===== config.mk =====
export PLATFORM = sky130hd
export DESIGN_NAME = motor_pwm_driver
export DESIGN_NICKNAME = d
export VERILOG_FILES = /design/src/rtl/motor_pwm_driver.sv
export SDC_FILE = /design/constraint.sdc
export NUM_CORES = 1
export LEC_CHECK = 0
export BUFFER_PORTS_ARGS = -buffer_cell sky130_fd_sc_hd__buf_2
export CAP_MARGIN = 15
export CORE_MARGIN = 4
export CORE_UTILIZATION = 60
export DETAILED_ROUTE_END_ITERATION = 12
export PLACE_DENSITY = 0.77
export SETUP_SLACK_MARGIN = 0.05
export SYNTH_ARGS = -nofsm -noshare
export SYNTH_HDL_FRONTEND = slang
export SYNTH_SLANG_ARGS = --single-unit

===== constraint.sdc =====
create_clock -name clk -period 3.4 [get_ports clk]
set_input_delay 0.51 -clock clk [delete_from_list [all_inputs] [get_ports clk]]
set_output_delay 0.51 -clock clk [all_outputs]
set_load 0.03 [all_outputs]

===== src/rtl/motor_pwm_driver.sv =====
// Two-wheel H-bridge driver: command-to-duty mapping, slew-limited ramp,
// period-aligned PWM with direction bits, and a command-stream watchdog.
module motor_pwm_driver #(
  parameter int PWM_PERIOD      = 1000,
  parameter int FULL_DUTY       = 1000,
  parameter int SLOW_DUTY       = 400,
  parameter int RAMP_STEP       = 10,
  parameter int RAMP_DIV        = 5000,
  parameter int WATCHDOG_CYCLES = 50_000_000
) (
  input  logic       clk,
  input  logic       reset,
  input  logic [2:0] drive_command,
  input  logic       valid,
  output logic       left_pwm,
  output logic       right_pwm,
  output logic       left_dir,
  output logic       right_dir,
  output logic       moving,
  output logic       watchdog_fault
);

  localparam int DW = $clog2(PWM_PERIOD) + 2;
  localparam int CW = (PWM_PERIOD > 1) ? $clog2(PWM_PERIOD) : 1;
  localparam int TW = (RAMP_DIV > 1) ? $clog2(RAMP_DIV) : 1;
  localparam int WW = $clog2(WATCHDOG_CYCLES + 1);

  localparam logic [DW-1:0] POS_FULL = DW'(FULL_DUTY);
  localparam logic [DW-1:0] NEG_FULL = DW'(-FULL_DUTY);
  localparam logic [DW-1:0] POS_SLOW = DW'(SLOW_DUTY);
  localparam logic signed [DW-1:0] STEP      = DW'(RAMP_STEP);
  localparam logic signed [DW:0]   STEP_WIDE = (DW + 1)'(RAMP_STEP);
  localparam logic signed [DW:0]   STEP_NEG  = (DW + 1)'(-RAMP_STEP);

  logic [CW-1:0] pwm_cnt_reg;
  logic [TW-1:0] tick_cnt_reg;
  logic [WW-1:0] wd_cnt_reg;
  logic          fault_reg;
  logic          tick;
  logic          period_end;
  logic          wd_expire;

  // Index 0 is the left wheel, index 1 the right wheel.
  logic [1:0][DW-1:0] cmd_target;
  logic [1:0][DW-1:0] ramp_duty;
  logic [1:0]         pwm_bit;
  logic [1:0]         dir_bit;

  assign tick       = (tick_cnt_reg == TW'(RAMP_DIV - 1));
  assign period_end = (pwm_cnt_reg == CW'(PWM_PERIOD - 1));
  // Expiry is the edge where the idle count would reach the limit; a valid
  // strobe on that same edge suppresses it.
  assign wd_expire  = !valid && (wd_cnt_reg == WW'(WATCHDOG_CYCLES - 1));

  always_comb begin
    cmd_target = '0;
    case (drive_command)
      3'd1: begin cmd_target[0] = NEG_FULL; cmd_target[1] = POS_FULL; end
      3'd2: begin cmd_target[0] = POS_SLOW; cmd_target[1] = POS_FULL; end
      3'd3: begin cmd_target[0] = POS_FULL; cmd_target[1] = POS_FULL; end
      3'd4: begin cmd_target[0] = POS_FULL; cmd_target[1] = POS_SLOW; end
      3'd5: begin cmd_target[0] = POS_FULL; cmd_target[1] = NEG_FULL; end
      default: ;
    endcase
  end

  always_ff @(posedge clk) begin
    if (reset) begin
      pwm_cnt_reg  <= '0;
      tick_cnt_reg <= '0;
      wd_cnt_reg   <= '0;
      fault_reg    <= 1'b0;
    end else begin
      tick_cnt_reg <= tick ? '0 : tick_cnt_reg + 1'b1;
      pwm_cnt_reg  <= period_end ? '0 : pwm_cnt_reg + 1'b1;
      if (valid) begin
        wd_cnt_reg <= '0;
        fault_reg  <= 1'b0;
      end else if (wd_cnt_reg != WW'(WATCHDOG_CYCLES)) begin
        wd_cnt_reg <= wd_cnt_reg + 1'b1;
        if (wd_expire) fault_reg <= 1'b1;
      end
    end
  end

  for (genvar gi = 0; gi < 2; gi++) begin : g_wheel
    logic signed [DW-1:0] target_reg;
    logic signed [DW-1:0] ramp_reg;
    logic signed [DW-1:0] applied_reg;
    logic signed [DW-1:0] ramp_next;
    logic signed [DW:0]   diff;
    logic        [DW-1:0] applied_mag;
    logic                 pwm_reg;
    logic                 dir_reg;

    // Step toward the target, clamping the final step so it never overshoots.
    always_comb begin
      diff = {target_reg[DW-1], target_reg} - {ramp_reg[DW-1], ramp_reg};
      if (diff > STEP_WIDE)     ramp_next = ramp_reg + STEP;
      else if (diff < STEP_NEG) ramp_next = ramp_reg - STEP;
      else                      ramp_next = target_reg;
      applied_mag = $unsigned(applied_reg[DW-1] ? -applied_reg : applied_reg);
    end

    always_ff @(posedge clk) begin
      if (reset) begin
        target_reg  <= '0;
        ramp_reg    <= '0;
        applied_reg <= '0;
        pwm_reg     <= 1'b0;
        dir_reg     <= 1'b1;
      end else begin
        if (valid)          target_reg <= $signed(cmd_target[gi]);
        else if (wd_expire) target_reg <= '0;
        if (tick) ramp_reg <= ramp_next;
        // Duty and direction only change on the period boundary.
        if (period_end) begin
          applied_reg <= ramp_reg;
          dir_reg     <= !ramp_reg[DW-1];
        end
        pwm_reg <= ({{(DW - CW){1'b0}}, pwm_cnt_reg} < applied_mag);
      end
    end

    assign ramp_duty[gi] = ramp_reg;
    assign pwm_bit[gi]   = pwm_reg;
    assign dir_bit[gi]   = dir_reg;
  end

  assign left_pwm       = pwm_bit[0];
  assign right_pwm      = pwm_bit[1];
  assign left_dir       = dir_bit[0];
  assign right_dir      = dir_bit[1];
  assign moving         = (ramp_duty[0] != '0) || (ramp_duty[1] != '0);
  assign watchdog_fault = fault_reg;

endmodule


==> impl_metrics.env <==
export IMPL_irDropWorstVdd_v=0.000341
export IMPL_dp_hpwl_um=12900
export IMPL_clk_pin_slew_ns=0.07
export IMPL_pin_count=12
export IMPL_p_leak_nw=3.01
export IMPL_clock_fmax_ghz=0.318
export IMPL_antenna_found_initial=0
export IMPL_ys_seq_elements=108
export IMPL_syn_area_um2=7470
export IMPL_viasPerCell=6.12
export IMPL_period_needed_ns=3.15
export IMPL_ys_flop_type="dfxtp_1"
export IMPL_p_seq_frac=0.445
export IMPL_clock_path_buffers=2
export IMPL_start_util=0.617
export IMPL_min_delay_path_depth=2
export IMPL_gp_routability_congestion=0.969
export IMPL_path_class="reg2reg"
export IMPL_syn_inst=968
export IMPL_grt_pass1_wl_um=30300
export IMPL_rrSetupSlack_ns=0.25
export IMPL_finClkSkew_ns=0.00596
export IMPL_clock_sinks=108
export IMPL_synth_top_cells_by_area="dfxtp_1, ha_1, nand2_1, xor2_1, nor2_1"
export IMPL_worstSetupStartpointType="flop"
export IMPL_worst_slew_pin_slew_ns=0.799
export IMPL_synth_top_area_frac=0.289
export IMPL_grt_setup_unrepaired="yes"
export IMPL_rows=40
export IMPL_synthTopCellsByCount="dfxtp_1, nand2_1, nor2_1"
export IMPL_async_flop_share=0
export IMPL_startpoint="g_wheel[0].target_reg[9]"
export IMPL_synth_edf_count=0
export IMPL_vias=7019
export IMPL_cap_violations=0
export IMPL_setup_viol=0
export IMPL_wire_per_inst_um=15.4
export IMPL_largest_reg_flops=26
export IMPL_die_w_um=120
export IMPL_worstHoldStart="reset"
export IMPL_critPathMaxFanout=10
export IMPL_grt_usage=0.253
export IMPL_timing_final_crit_share=0.926
export IMPL_fin_nets=1034
export IMPL_cts_tree="yes"
export IMPL_r2r_start="g_wheel[0].target_reg[9]"
export IMPL_outcome="completed"
export IMPL_p_int_w=0.00209
export IMPL_cts_root_buffer="clkbuf_16"
export IMPL_yosys_area_top_type="dfxtp_1"
export IMPL_drive_above_1_share=0.0735
export IMPL_diodes=0
export IMPL_postCtsHoldBufs=0
export IMPL_die_area_um2=14300
export IMPL_power_share_clock=0.380
export IMPL_coreArea_um2=12100
export IMPL_die_h_um=120
export IMPL_ys_types=69
export IMPL_route_detailed_drc=0
export IMPL_p_comb_frac=0.175
export IMPL_cts_buffers=9
export IMPL_hold_violations=0
export IMPL_ys_warnings_count=0
export IMPL_worstPathRequired_ns=3.60
export IMPL_drt_pass1_iter_count=6
export IMPL_postRouteAntennaNets=0
export IMPL_area_growth_pct=8.48
export IMPL_htree_levels=3
export IMPL_powerDensity_nw_per_um2=360
export IMPL_hold_ws_ns=0.459
export IMPL_drt_iter0_drc=788
export IMPL_setup_tns_ns=0
export IMPL_grt_max_degree=50
export IMPL_setup_slack_ns=0.252
export IMPL_slew_viol_final=0
export IMPL_swShare=0.283
export IMPL_slew_headroom=0.467
export IMPL_ff2ff_path_depth=10
export IMPL_power_switching_w=0.000824
export IMPL_ys_seq_area_frac=0.289
export IMPL_hold_path_class="in2reg"
export IMPL_post_route_util=0.669
export IMPL_grt_overflow_total=0
export IMPL_synth_net_count=1028
export IMPL_post_synth_cell_area_avg_um2=7.72
export IMPL_arrival_ns=3.35
export IMPL_grt_pass1_vias=6421
export IMPL_preCtsSetupSlack_ns=0.264
export IMPL_io_buffers=11
export IMPL_clock_latency_ns=0.35
export IMPL_wirelength_um=17700
export IMPL_end_kind="flop"
export IMPL_power_total_w=0.00292
==> layout by cell type, fill, tap and decap left out, types with 10 or more instances in the layout <==
cell type / n
nor2_1: 99
nor3_1: 35
o21a_1: 17
o2111ai_1: 10
a31oi_1: 14
inv_1: 43
a21oi_1: 61
nand3_1: 54
nand2_1: 108
o211ai_1: 19
xnor2_1: 31
a21o_1: 13
o21ai_0: 36
ha_1: 53
and3_1: 15
dfxtp_1: 107
buf_4: 26
nand4_1: 11
buf_2: 11
or3_1: 15
xor2_1: 43
==> metal layers <==
| metal | wire (um) | track usage | share of wire |
|---|---|---|---|
| met3 | 1000 | 0.0467 | 0.057 |
| met5 | 0 | 0 | 0 |
| met4 | 425 | 0.0823 | 0.024 |
| met2 | 8110 | 0.406 | 0.46 |
| met1 | 8160 | 0.346 | 0.46 |
==> path summary, 6_finish.rpt <==
path | to
setup / recovery | g_wheel[0].ramp_reg[3]
hold / removal | g_wheel[0].applied_reg[5]
setup reg to reg | g_wheel[0].ramp_reg[3]
hold reg to reg | watchdog_fault
==> stage by stage <==
stage,cell area (um2),instances
3_3_place_gp,7750,1131
4_1_cts,8070,1147
3_5_place_dp,7750,1131
2_1_floorplan,7470,968
6_report,8100,1147
5_1_grt,8100,1147
==> critical path: stages, from the launching register on <==
cell and delay (ns):
dfxtp_1 0.54, ha_1 0.36, or3_1 0.36, a21oi_1 0.23
o21ai_0 0.19, a2111oi_2 0.33, and4_1 0.25, buf_4 0.19
nor3_1 0.07, o32ai_1 0.34, a221oi_1 0.13
==> power groups by stage <==
stage | registers (W) | clock network, W | logic [W]
floorplan | 0.00133 | 0 | 0.000376
global placement | 0.00133 | 0 | 0.000488
detailed placement | 0.00133 | 0 | 0.000489
CTS | 0.00130 | 0.00113 | 0.000493
global route | 0.00130 | 0.00118 | 0.000563
finish | 0.00130 | 0.00111 | 0.000510
==> final cells by class <==
class	instances	area, um2
Clock buffer	11	253
Clock inverter	5	67.6
Fill cell	1059	4010
Inverter	43	161
Multi-Input combinational cell	775	5000
Sequential cell	108	2160
Tap cell	168	210
Timing Repair Buffer	37	250
==> timing repair <==
| item | CTS | global route |
|---|---|---|
| hold endpoints to repair | 0 | 0 |
| gates resized for setup | 0 | 6 |
| endpoints found under the setup margin | 0 | 9 |
| buffers inserted | 0 | 0 |
==> cells by family after synthesis <==
logic type | Yosys count | synth area share
XOR/XNOR | 74 | 0.0868
multiplexers | 8 | 0.0107
adder cells (fa/ha/maj) | 54 | 0.0905
flip-flops | 108 | 0.289
AO/OA/AOI/OAI | 235 | 0.211
AND/OR/NAND/NOR | 404 | 0.265
buffers and inverters | 85 | 0.0457
No activity file was read; power rests on OpenSTA's default activity.
